==> config.mk <==
export PLATFORM = sky130hd
export DESIGN_NAME = rx_fifo_ctrl
export DESIGN_NICKNAME = d
export VERILOG_FILES = /design/src/rtl/rx_fifo_ctrl.sv
export SDC_FILE = /design/constraint.sdc
export NUM_CORES = 1
export LEC_CHECK = 0
export CAP_MARGIN = 10
export CELL_PAD_IN_SITES_DETAIL_PLACEMENT = 1
export CELL_PAD_IN_SITES_GLOBAL_PLACEMENT = 2
export CORE_ASPECT_RATIO = 1.1
export CORE_UTILIZATION = 46
export DETAILED_ROUTE_END_ITERATION = 6
export DONT_BUFFER_PORTS = 1
export GPL_ROUTABILITY_DRIVEN = 0
export HOLD_SLACK_MARGIN = 0.08
export PLACE_DENSITY_LB_ADDON = 0.1
export SLEW_MARGIN = 20
export SYNTH_ARGS = -nofsm -noshare
export SYNTH_HDL_FRONTEND = slang
export SYNTH_SLANG_ARGS = --single-unit
==> constraint.sdc <==
create_clock -name clk -period 2.6 [get_ports clk]
set_clock_uncertainty 0.1 [all_clocks]
set_input_delay 0.52 -clock clk [delete_from_list [all_inputs] [get_ports clk]]
set_output_delay 0.52 -clock clk [all_outputs]
set_load 0.01 [all_outputs]
==> src/rtl/rx_fifo_ctrl.sv <==
// Receive FIFO controller: captures bytes from a UART receiver holding stage into a
// show-ahead FIFO, with a WAIT/HOLD handshake and a sticky overrun flag.
module rx_fifo_ctrl #(
    parameter int unsigned DEPTH = 8,
    parameter int unsigned AW    = 3
) (
    input  logic          clk,
    input  logic          rst,
    input  logic          RDA,
    input  logic [7:0]    RxD_data,
    output logic          rd_rx,
    input  logic          rd_req,
    output logic [7:0]    rd_data,
    output logic          empty,
    output logic          full,
    output logic [AW:0]   count,
    output logic          overrun,
    input  logic          clr_ovr
);

    typedef enum logic {StWait, StHold} state_e;

    localparam logic [AW:0] FullCnt = (AW+1)'(DEPTH);

    state_e          state_q;
    logic [AW-1:0]   wptr_q;
    logic [AW-1:0]   rptr_q;
    logic [AW:0]     count_q;
    logic            overrun_q;
    logic [7:0]      mem [DEPTH];

    logic            pop;
    logic            wr;
    logic            discard;

    assign empty   = (count_q == '0);
    assign full    = (count_q == FullCnt);
    assign count   = count_q;
    assign overrun = overrun_q;

    // Acknowledge is combinational so the receiver frees its stage in the same cycle.
    assign rd_rx   = (state_q == StWait) && RDA && !rst;
    assign pop     = rd_req && !empty && !rst;
    assign wr      = rd_rx && (!full || pop);
    assign discard = rd_rx && !wr;

    assign rd_data = empty ? 8'h00 : mem[rptr_q];

    always_ff @(posedge clk) begin
        if (rst) begin
            state_q   <= StWait;
            wptr_q    <= '0;
            rptr_q    <= '0;
            count_q   <= '0;
            overrun_q <= 1'b0;
        end else begin
            unique case (state_q)
                StWait: if (rd_rx) state_q <= StHold;
                StHold: state_q <= StWait;
                default: state_q <= StWait;
            endcase
            if (wr)  wptr_q <= wptr_q + 1'b1;
            if (pop) rptr_q <= rptr_q + 1'b1;
            unique case ({wr, pop})
                2'b10:   count_q <= count_q + 1'b1;
                2'b01:   count_q <= count_q - 1'b1;
                default: count_q <= count_q;
            endcase
            // A discard in the same cycle as a clear must leave the flag set.
            if (discard)      overrun_q <= 1'b1;
            else if (clr_ovr) overrun_q <= 1'b0;
        end
    end

    always_ff @(posedge clk) begin
        if (wr) mem[wptr_q] <= RxD_data;
    end

endmodule

Word-level counts from Yosys, hierarchy flattened
Memories as Yosys holds them, arrays and structs flattened. A register that Yosys moved wholly into a read port is not among the register bits. Cells that the tools add are included. W data, S select, Z words.

Register bits after elaboration: 12. Memory bits (writable): 64. Output and inout port bits: 16. Memories kept: 1.

Memories: mem (words 8, bits a word 8, rd ports 1, clocked after memory_dff 1, wr ports 1, RTL line 30) `logic [7:0] mem [DEPTH];`.

Add/subtract/negate cells: 4. Eq/ne operators: 3. Muxes and demuxes: 10. Bitwise gates (word level): 1. Reduce and logical (&&, ||, !) cells: 14.

Operators with widths (count): $mux W8 (1); $pmux W4 S2 (1); $add A3 B1 Y3 const B (2); $logic_and A1 B1 Y1 (6); $mux W3 (2); $mux W1 (5); $add A4 B1 Y4 const B (1); $eq A4 B4 Y1 const B (1); $logic_not A1 Y1 (4); $logic_not A4 Y1 (1); $reduce_bool A2 Y1 (2); $sub A4 B1 Y4 const B (1); $eq A2 B1 Y1 const B (1); $eq A2 B2 Y1 const B (1); $pmux W1 S2 (1); $logic_or A1 B1 Y1 (1); $not A1 Y1 (1).

Logic depth before layout (Yosys ltp)
Gate-level depths: netlist (run 1).

Word-level depth: 9. Mapped depth: 8. Mapped depth without buffers: 8.

Least setup slack after synthesis (run 1)
Ideal clock, no wire load.

Kind: input port to flip-flop. From: input port RDA. To: memory mem[6][0], enable pin. Setup time: 385 ps. Arrival time: 1999 ps. Required time: 2115 ps. Setup slack: 116 ps. Stages: 4. Cells stage by stage: nor3b_4 -> a21boi_4 -> nand2_1 -> nor3b_1.

Word-level cells in the longest chain between the ends: 5.

Ends and longest elaborated chain: from (decl) (RTL line 9) `input logic RDA,`; $logic_and A1 B1 Y1 (2 in series) (RTL line 42) `assign rd_rx = (state_q == StWait) && RDA && !rst;`; $logic_and A1 B1 Y1 (RTL line 44) `assign wr = rd_rx && (!full || pop);`; $mux W1 (RTL line 76) `if (wr) mem[wptr_q] <= RxD_data;`; $mux W1 (not written as such) (RTL line 76); to (decl) (RTL line 30).

Every way passes these cells.

Worst setup path after layout (run 1)
From: register count_q[1], in the netlist count[1]. To: output port rd_data[1].

Word-level cells in the longest chain between the ends: 2.

Ends and longest elaborated chain: from (decl) (RTL line 28) `logic [AW:0] count_q;`; from (signal assigned) (RTL line 65) `2'b10: count_q <= count_q + 1'b1;`; from (signal assigned) (RTL line 66) `2'b01: count_q <= count_q - 1'b1;`; from (signal assigned) (RTL line 67) `default: count_q <= count_q;`; $logic_not A4 Y1 (RTL line 36) `assign empty = (count_q == '0);`; $mux W8 (RTL line 47) `assign rd_data = empty ? 8'h00 : mem[rptr_q];`; to (decl) (RTL line 13) `output logic [7:0] rd_data,`.

Every way passes these cells.

==> results of run 1 <==
[critical path, cell delays in order, from the launching register on]
cell and delay (ns):
dfxtp_1 0.40, or4_4 0.61, inv_2 0.10, buf_4 0.23, nor2_1 0.12
[stage by stage]
stage               total power [mW]  area [µm²]  worst slack, ns  std cells
floorplan                       2.03        3230            0.116        185
global placement                2.15        3440            0.282        278
detailed placement              2.17        3440            0.188        278
CTS                             3.04        3630            0.155        294
global route                    3.16        3640           0.0432        294
finish                          3.01        3640            0.174        294
[sequential cells by signal, summed over array words and instances (netlist names), named ones only]
register  flops
count         4
mem          64
overrun       1
rptr_q        3
state_q       1
wptr_q        3
[area by class of cell]
type / count / area, µm²
inverter: 6 / 23.8
tap: 82 / 103
clock inverter: 5 / 48.8
fill: 635 / 3040
timing repair buffer: 19 / 143
sequential: 79 / 2220
multi-input combinational: 92 / 955
clock buffer: 11 / 141
[logic make-up after synthesis]
| logic type | count (synthesis) |
|---|---|
| buffers and inverters | 14 |
| multiplexers | 28 |
| XOR/XNOR | 5 |
| AND/OR/NAND/NOR | 44 |
| adder cells (fa/ha/maj) | 5 |
| AO/OA/AOI/OAI | 10 |
| flip-flops | 79 |
[power breakdown]
part	internal, mW	switching, mW	leakage (nW)
combinational	0.272	0.366	0.411
sequential	1.43	0.0719	0.700
clock	0.462	0.416	0.101
total	2.16	0.854	1.21
[placed cells by master (no fill, tap or decap), types with 2 or more instances in the layout]
master	n
nand3_1	2
buf_4	19
xnor2_1	2
mux2i_1	12
nor3_1	2
xor2_1	3
mux4_2	16
edfxtp_1	64
inv_1	4
nor2_1	16
nand2_1	6
dfxtp_1	15
clkbuf_8	10
ha_1	4
a21oi_1	2
nand2b_1	6
nor3b_1	3
clkinv_2	4
[what timing repair did]
action                                  in CTS  in global routing
setup buffers                                0                  0
endpoints found under the setup margin       0                  1
hold buffers                                 0                  0
gates resized for setup                      0                  1
[layer usage]
| layer | vias to the layer above | part of all wire, % | GRT usage, % |
|---|---|---|---|
| li1 | 757 | - | - |
| met1 | 851 | 41 | 24.3 |
| met2 | 44 | 54 | 34.8 |
| met3 | 6 | 4.2 | 5.58 |
| met4 | 0 | 1.3 | 7.46 |
| met5 | - | 0 | 0 |
[final timing paths]
kind	startpoint	endpoint	slack, ns	depth (start not counted)
worst min-delay path	rst	register	0.14	1
worst min register to register	state_q	state_q	0.38	1
worst max register to register	count[1]	count[3]	0.24	8
worst max-delay path	count[1]	rd_data[1]	0.17	4
==> flow_metrics.env, run 1 <==
export IMPL_irDropWorstVdd_v=0.000437
export IMPL_p_leak_nw=1.21
export IMPL_drt_iter0_markers=98
export IMPL_setup_viol_count_final=0
export IMPL_clkLatencyLatePin_ns=0.34
export IMPL_start_kind="register"
export IMPL_synth_commonest_cells="edfxtp_1, mux4_2, nor2_1"
export IMPL_num_antenna_cells=0
export IMPL_drive_gt1_share_pct=28.3
export IMPL_critical_path_class="reg2out"
export IMPL_yosysWarnings=0
export IMPL_synth_distinct_cells=39
export IMPL_clockBufferDepth=2
export IMPL_synth_edf_count=64
export IMPL_fin_nets=225
export IMPL_synth_top_area_share_pct=59.5
export IMPL_ios=29
export IMPL_grt_max_degree=17
export IMPL_cp_arrival_ns=1.81
export IMPL_synthesis_area_um2=3230
export IMPL_yosysSeqAreaShare_pct=68.8
export IMPL_setup_tns_ns=0
export IMPL_dieArea_um2=7370
export IMPL_syn_area_per_cell_um2=17.5
export IMPL_power_density_nw_per_um2=829
export IMPL_ys_async_sr_fraction_pct=0
export IMPL_root_buffer="clkbuf_8"
export IMPL_overflow=0
export IMPL_cts_sinks=79
export IMPL_rows=31
export IMPL_ys_seq_elements=79
export IMPL_io_buffers=0
export IMPL_die_h_um=89.9
export IMPL_syn_inst=185
export IMPL_maxCapViolCount=0
export IMPL_slew_viol_final=0
export IMPL_via_count=1658
export IMPL_yosysMostFrequentCell="edfxtp_1"
export IMPL_ys_top_cells_by_area="edfxtp_1, mux4_2, dfxtp_1"
export IMPL_synth_nets=203
export IMPL_cts_tree="built"
export IMPL_grt_pass1_vias=1904
export IMPL_netlist_top_cell_by_area="edfxtp_1"
export IMPL_core_um2=6670
export IMPL_die_x_um=81.9
export IMPL_dp_hpwl_um=4650
export IMPL_grt_pass1_wl_um=10500
export IMPL_slew_headroom_pct=43.2
export IMPL_start_util_pct=48.4
export IMPL_crit_path_end_kind="output port"
export IMPL_routedWlPerCell_um=22.2
export IMPL_ant_nets=0
export IMPL_antenna_found_initial=0
export IMPL_synth_compound_area_share_pct=2.94
export IMPL_muxShareOfSynthArea_pct=14.9
export IMPL_synthAdderAreaFrac_pct=2.17
export IMPL_hold_ws_ns=0.141
export IMPL_synth_flop_cell="edfxtp_1"
export IMPL_crit_fanout=10
export IMPL_hold_viol=0
export IMPL_rsz0062_at_grt="no"
export IMPL_synth_simple_area_share_pct=7.82
export IMPL_fmax_mhz=412
export IMPL_status="completed"
export IMPL_hold_path_class="in2reg"
export IMPL_fin_crit_sh_pct=93.3
export IMPL_cts_max_level=3
export IMPL_post_route_util_pct=54.5
export IMPL_synth_top_family_by_area="multiplexers"
export IMPL_area_delta_synth_final_pct=12.5
export IMPL_fin_crit_ns=2.43
export IMPL_viasPerCell=5.64
export IMPL_crit_required_ns=1.98
export IMPL_path_clk_slew_ns=0.08
export IMPL_drc=0
export IMPL_cts_buffers=9
export IMPL_drtPass1Iterations=4
export IMPL_synth_xor_area_share_pct=1.36
export IMPL_wl_um=6530
export IMPL_grt_usage_pct=20.5
export IMPL_tightest_slew_ns=0.844
Note: power is estimated with default switching activity, not from simulation.
==> inputs of run 2 (changes only) <==
--- a/config.mk
+++ b/config.mk
@@ -9,7 +9,7 @@
 export CELL_PAD_IN_SITES_DETAIL_PLACEMENT = 1
 export CELL_PAD_IN_SITES_GLOBAL_PLACEMENT = 2
 export CORE_ASPECT_RATIO = 1.1
-export CORE_UTILIZATION = 46
+export CORE_UTILIZATION = 48
 export DETAILED_ROUTE_END_ITERATION = 6
 export DONT_BUFFER_PORTS = 1
 export GPL_ROUTABILITY_DRIVEN = 0
==> constraint.sdc (replaced) <==
create_clock -name clk -period 2.89 [get_ports clk]
set_clock_uncertainty 0.1 [all_clocks]
set_input_delay 0.578 -clock clk [delete_from_list [all_inputs] [get_ports clk]]
set_output_delay 0.578 -clock clk [all_outputs]
set_load 0.01 [all_outputs]
==> run 2 against run 1 <==
  * Die area down 4.1%
  * Cell area down 0.21%
  * Register-to-register slack better by 0.24 ns
  * Core utilization up 0.85 points
  * Non-clock buffer count down 1
  * Final cell count down 0.34%
  * First-iteration DRC count up 23%
  * Via count down 2.6%
  * Hold slack better by 0.063 ns
  * Sequential share of layout area up 0.13 points
  * Critical path depth unchanged
  * Critical endpoint is now rd_data[6]
  * Highest routed layer unchanged
==> flow_metrics.env, run 2 (synthesis gave the netlist of run 1 again) <==
export IMPL_status="completed"
export IMPL_ios=29
export IMPL_crit_required_ns=2.21
export IMPL_fin_ws_ns=0.422
export IMPL_largest_register="mem"
export IMPL_via_count=1615
export IMPL_max_stage_delay_ns=0.61
export IMPL_cts_tree="built"
export IMPL_drive_gt1_share_pct=28.9
export IMPL_slew_viol_final=0
export IMPL_grt_usage_pct=20.1
export IMPL_drt_iter0_markers=121
export IMPL_die_h_um=88.1
export IMPL_root_buffer="clkbuf_8"
export IMPL_tightest_slew_ns=0.997
export IMPL_fillers=595
export IMPL_slowest_stage="or4_4"
export IMPL_crit_path_end_kind="output port"
export IMPL_fin_crit_ns=2.47
export IMPL_start_kind="register"
export IMPL_layout_common_cells="edfxtp_1, buf_4, mux4_2, nor2_1, dfxtp_1"
export IMPL_fin_crit_sh_pct=85.4
export IMPL_hold_viol=0
export IMPL_core_um2=6560
export IMPL_irDropWorstVdd_v=0.000463
export IMPL_slew_headroom_pct=32.9
export IMPL_path_delay_family="simple AND/OR/NAND/NOR gates"
export IMPL_power_density_nw_per_um2=740
export IMPL_place_inst=277
export IMPL_ant_nets=0
export IMPL_crit_buf_inv=2
export IMPL_grt_pass1_wl_um=9840
export IMPL_wl_um=6320
export IMPL_place_ws_ns=0.286
export IMPL_fin_cells=293
export IMPL_clkLatencyLatePin_ns=0.34
export IMPL_setup_tns_ns=0
export IMPL_p_leak_nw=1.21
export IMPL_dieArea_um2=7070
export IMPL_start_util_pct=49.3
export IMPL_clockBufferDepth=2
export IMPL_p_total_mw=2.68
export IMPL_fin_nets=224
export IMPL_hold_path_class="in2reg"
export IMPL_rsz0062_at_grt="no"
export IMPL_grt_pass1_vias=1770
export IMPL_maxCapViolCount=0
export IMPL_num_antenna_cells=0
export IMPL_overflow=0
export IMPL_cts_buffers=9
export IMPL_post_cts_buffers=0
export IMPL_viasPerCell=5.51
export IMPL_drtPass1Iterations=4
export IMPL_ctsHoldBuffers=0
export IMPL_crit_chain="or4_4 -> inv_2 -> buf_4 -> nor2_1"
export IMPL_area_delta_synth_final_pct=12.3
export IMPL_routedWlPerCell_um=21.6
export IMPL_setup_viol_count_final=0
export IMPL_grt_max_degree=17
export IMPL_cp_arrival_ns=1.79
export IMPL_critical_path_class="reg2out"
export IMPL_cts_max_level=3
export IMPL_die_x_um=80.2
export IMPL_crit_fanout=10
export IMPL_cts_sinks=79
export IMPL_cts_resized=0
export IMPL_antenna_found_initial=0
export IMPL_dp_hpwl_um=4580
export IMPL_path_clk_slew_ns=0.08
export IMPL_io_buffers=0
export IMPL_fmax_mhz=405
export IMPL_final_common_cell="edfxtp_1"
export IMPL_largest_reg_flops=64
export IMPL_drc=0
export IMPL_rows=31
-- run 2: cell types whose count changed in the layout (fill, tap and decap cells not counted), sizes merged --
cell | previous run | this run
clkinv | 5 | 2
inv | 5 | 8
clkbuf | 11 | 12
bufinv | 1 | 0
buf | 19 | 18
-- run 2: path summary, 6_finish.rpt --
path | startpoint | endpoint | slack [ns] | cells past startpoint
setup / recovery | count[1] | rd_data[6] | 0.42 | 4
hold / removal | rst | overrun | 0.20 | 1
setup reg to reg | count[1] | count[3] | 0.48 | 8
hold reg to reg | state_q | state_q | 0.38 | 1
-- run 2: stage by stage --
| step | cell area [µm²] | hold WS (ns) | utilization, % |
|---|---|---|---|
| after CTS | 3630 | 0.184 | 55.4 |
| final | 3630 | 0.204 | 55.4 |
| after floorplan | 3230 | 0.360 | - |
| after global routing | 3630 | 0.184 | 55.4 |
| after detailed placement | 3440 | 0.373 | 52.5 |
| after global placement | 3440 | 0.375 | 52.5 |
-- run 2: layout make-up --
cell class / count / area [µm²] / share of cell area (%)
clock inverter: 4 / 23.8 / 0.655
inverter: 6 / 23.8 / 0.655
sequential: 79 / 2220 / 61.2
timing repair buffer: 18 / 135 / 3.72
tap: 82 / 103 / 2.83
clock buffer: 12 / 166 / 4.59
multi-input combinational: 92 / 955 / 26.3
-- run 2: metal layers --
layer,GRT usage (%),wire (µm)
met5,0,0
met4,8.77,88
met3,3.96,213
met2,35.4,3360
met1,24.1,2660
-- run 2: worst register-to-register path: stages (launching register included) --
cell,delay [ns]
dfxtp_1,0.51
or4_4,0.24
inv_2,0.05
nor3_2,0.43
ha_1,0.37
a21oi_1,0.22
a22oi_1,0.11
a22oi_2,0.15
mux2i_1,0.19
-- run 2: power breakdown --
group,leakage [nW],internal (mW),switching (mW)
Clock,0.103,0.388,0.380
Sequential,0.700,1.28,0.0616
Combinational,0.406,0.247,0.326
==> inputs of run 3 (changes only) <==
--- a/config.mk
+++ b/config.mk
@@ -9,7 +9,7 @@
 export CELL_PAD_IN_SITES_DETAIL_PLACEMENT = 1
 export CELL_PAD_IN_SITES_GLOBAL_PLACEMENT = 2
 export CORE_ASPECT_RATIO = 1.1
-export CORE_UTILIZATION = 48
+export CORE_UTILIZATION = 50
 export DETAILED_ROUTE_END_ITERATION = 6
 export DONT_BUFFER_PORTS = 1
 export GPL_ROUTABILITY_DRIVEN = 0
==> run 3 against run 2 <==
  * Cell area is 0.52% higher
  * Combinational power is 2% lower
  * Global-route usage increased by 1.1 points
  * Non-clock buffer count stayed put
  * Maximum frequency shrank 0.91%
  * Via count grew 1.9%
  * Power increased by 3.3%
  * Sequential share of layout area shrank 0.32 points
  * Largest power group unchanged
==> flow_metrics.env, run 3 (synthesis gave the netlist of run 1 again) <==
export IMPL_crit_chain="buf_4 -> mux4_2 -> mux2i_1 -> nor2_1"
export IMPL_clkLatencyLatePin_ns=0.34
export IMPL_cts_tree="built"
export IMPL_max_stage_delay_ns=0.55
export IMPL_slew_headroom_pct=45.6
export IMPL_ios=29
export IMPL_start_util_pct=52.2
export IMPL_hold_path_class="in2reg"
export IMPL_clockBufferDepth=2
export IMPL_rows=30
export IMPL_layout_common_cells="edfxtp_1, buf_4, mux4_2, nor2_1, dfxtp_1"
export IMPL_post_route_util_pct=58.9
export IMPL_fin_crit_sh_pct=86.2
export IMPL_overflow=0
export IMPL_antenna_found_initial=0
export IMPL_crit_required_ns=2.21
export IMPL_io_buffers=0
export IMPL_slew_viol_final=0
export IMPL_root_buffer="clkbuf_8"
export IMPL_via_count=1645
export IMPL_cts_resized=0
export IMPL_setup_viol_count_final=0
export IMPL_die_h_um=86.3
export IMPL_grt_usage_pct=21.2
export IMPL_reg2reg_depth=8
export IMPL_routedWlPerCell_um=21.7
export IMPL_num_antenna_cells=0
export IMPL_cp_arrival_ns=1.81
export IMPL_core_um2=6190
export IMPL_grt_max_degree=17
export IMPL_timing_rr_start="count[0]"
export IMPL_p_leak_nw=1.21
export IMPL_ctsHoldBuffers=0
export IMPL_start_kind="register"
export IMPL_hp_start="rst"
export IMPL_multi_input_area_um2=955
export IMPL_area_delta_synth_final_pct=12.9
export IMPL_fin_crit_ns=2.49
export IMPL_cts_buffers=9
export IMPL_die_x_um=78.7
export IMPL_drc=0
export IMPL_crit_path_end_kind="output port"
export IMPL_final_common_cell="edfxtp_1"
export IMPL_cts_max_level=3
export IMPL_drive_gt1_share_pct=28.0
export IMPL_ant_nets=0
export IMPL_hold_viol=0
export IMPL_path_clk_slew_ns=0.08
export IMPL_maxCapViolCount=0
export IMPL_fmax_mhz=401
export IMPL_fillers=578
export IMPL_whs_endpoint="wptr_q[1]"
export IMPL_post_cts_buffers=0
export IMPL_dp_hpwl_um=4510
export IMPL_rsz0062_at_grt="no"
export IMPL_status="completed"
export IMPL_largest_reg_flops=64
export IMPL_power_density_nw_per_um2=761
export IMPL_setup_tns_ns=0
export IMPL_viasPerCell=5.65
export IMPL_cts_sinks=79
export IMPL_fin_nets=224
export IMPL_critical_path_class="reg2out"
export IMPL_r2r_end="count[3]"
export IMPL_wl_um=6330
export IMPL_seq_area_um2=2220
export IMPL_tightest_slew_ns=0.809
export IMPL_drtPass1Iterations=4
export IMPL_irDropWorstVdd_v=0.000390
export IMPL_r2r_setup_slack_ns=0.46
export IMPL_drt_iter0_markers=104
export IMPL_slowest_stage="mux4_2"
export IMPL_holdPathStages=1
export IMPL_crit_fanout=16
export IMPL_grt_pass1_wl_um=9960
export IMPL_dieArea_um2=6790
export IMPL_grt_pass1_vias=1861
export IMPL_largest_register="mem"
==> run 3: changes by cell type in the layout (fill, tap and decap cells not counted) <==
| cell | change |
|---|---|
| clkbuf_8 | -1 |
| inv_4 | -3 |
| clkbuf_16 | -1 |
| clkinv_2 | -1 |
| clkinv_4 | +1 |
| clkinvlp_4 | +1 |
| bufinv_16 | +2 |
| clkbuf_1 | -1 |
| clkinv_1 | +3 |
==> run 3: area by class of cell <==
cell class	instances	share of cell area [%]
clock buffers	9	3.40
clock inverters	7	2.40
inverters	6	0.652
multi-input cells	92	26.2
flip-flops and latches	79	60.9
well taps	80	2.74
repair buffers	18	3.70
==> run 3: critical path, delay by kind of cell, from the launching register on <==
family / cells / cell delay [ns]
buffers and inverters: 1 / 0.29
multiplexers: 2 / 0.74
flip-flops: 1 / 0.31
AND/OR/NAND/NOR: 1 / 0.11
==> run 3: where the power goes <==
group,internal (mW),leakage (nW),total (mW),switching (mW)
Clock,0.479,0.102,0.866,0.387
Combinational,0.245,0.407,0.564,0.320
Sequential,1.28,0.700,1.34,0.0623
Total,2.01,1.21,2.77,0.769
==> run 3: worst max path at each step <==
| stage | start | to | slack [ns] |
|---|---|---|---|
| after global routing | register | rd_data[7] | 0.25 |
| after detailed placement | rd_req | mem[3][0] | 0.37 |
| after floorplan | RDA | mem[6][0] | 0.35 |
| final | register | rd_data[7] | 0.40 |
| after CTS | register | rd_data[7] | 0.32 |
| after global placement | rd_req | mem[3][2] | 0.41 |
==> run 3: metal layers <==
| metal | global-route usage (%) | vias up | part of all wire (%) |
|---|---|---|---|
| li1 | - | 751 | - |
| met1 | 24.5 | 846 | 39 |
| met2 | 37.3 | 37 | 55 |
| met3 | 4.00 | 11 | 3.7 |
| met4 | 11.1 | 0 | 2.1 |
| met5 | 0 | - | 0 |
==> run 3: through the flow <==
stage / instances / cell area (µm²) / hold WS, ns / total power, mW / worst slack, ns
finish: 291 / 3650 / 0.195 / 2.77 / 0.399
global route: 291 / 3650 / 0.186 / 2.90 / 0.253
CTS: 291 / 3650 / 0.176 / 2.82 / 0.315
detailed placement: 275 / 3440 / 0.373 / 1.95 / 0.366
global placement: 275 / 3440 / 0.371 / 1.93 / 0.413
floorplan: 185 / 3230 / 0.360 / 1.83 / 0.348
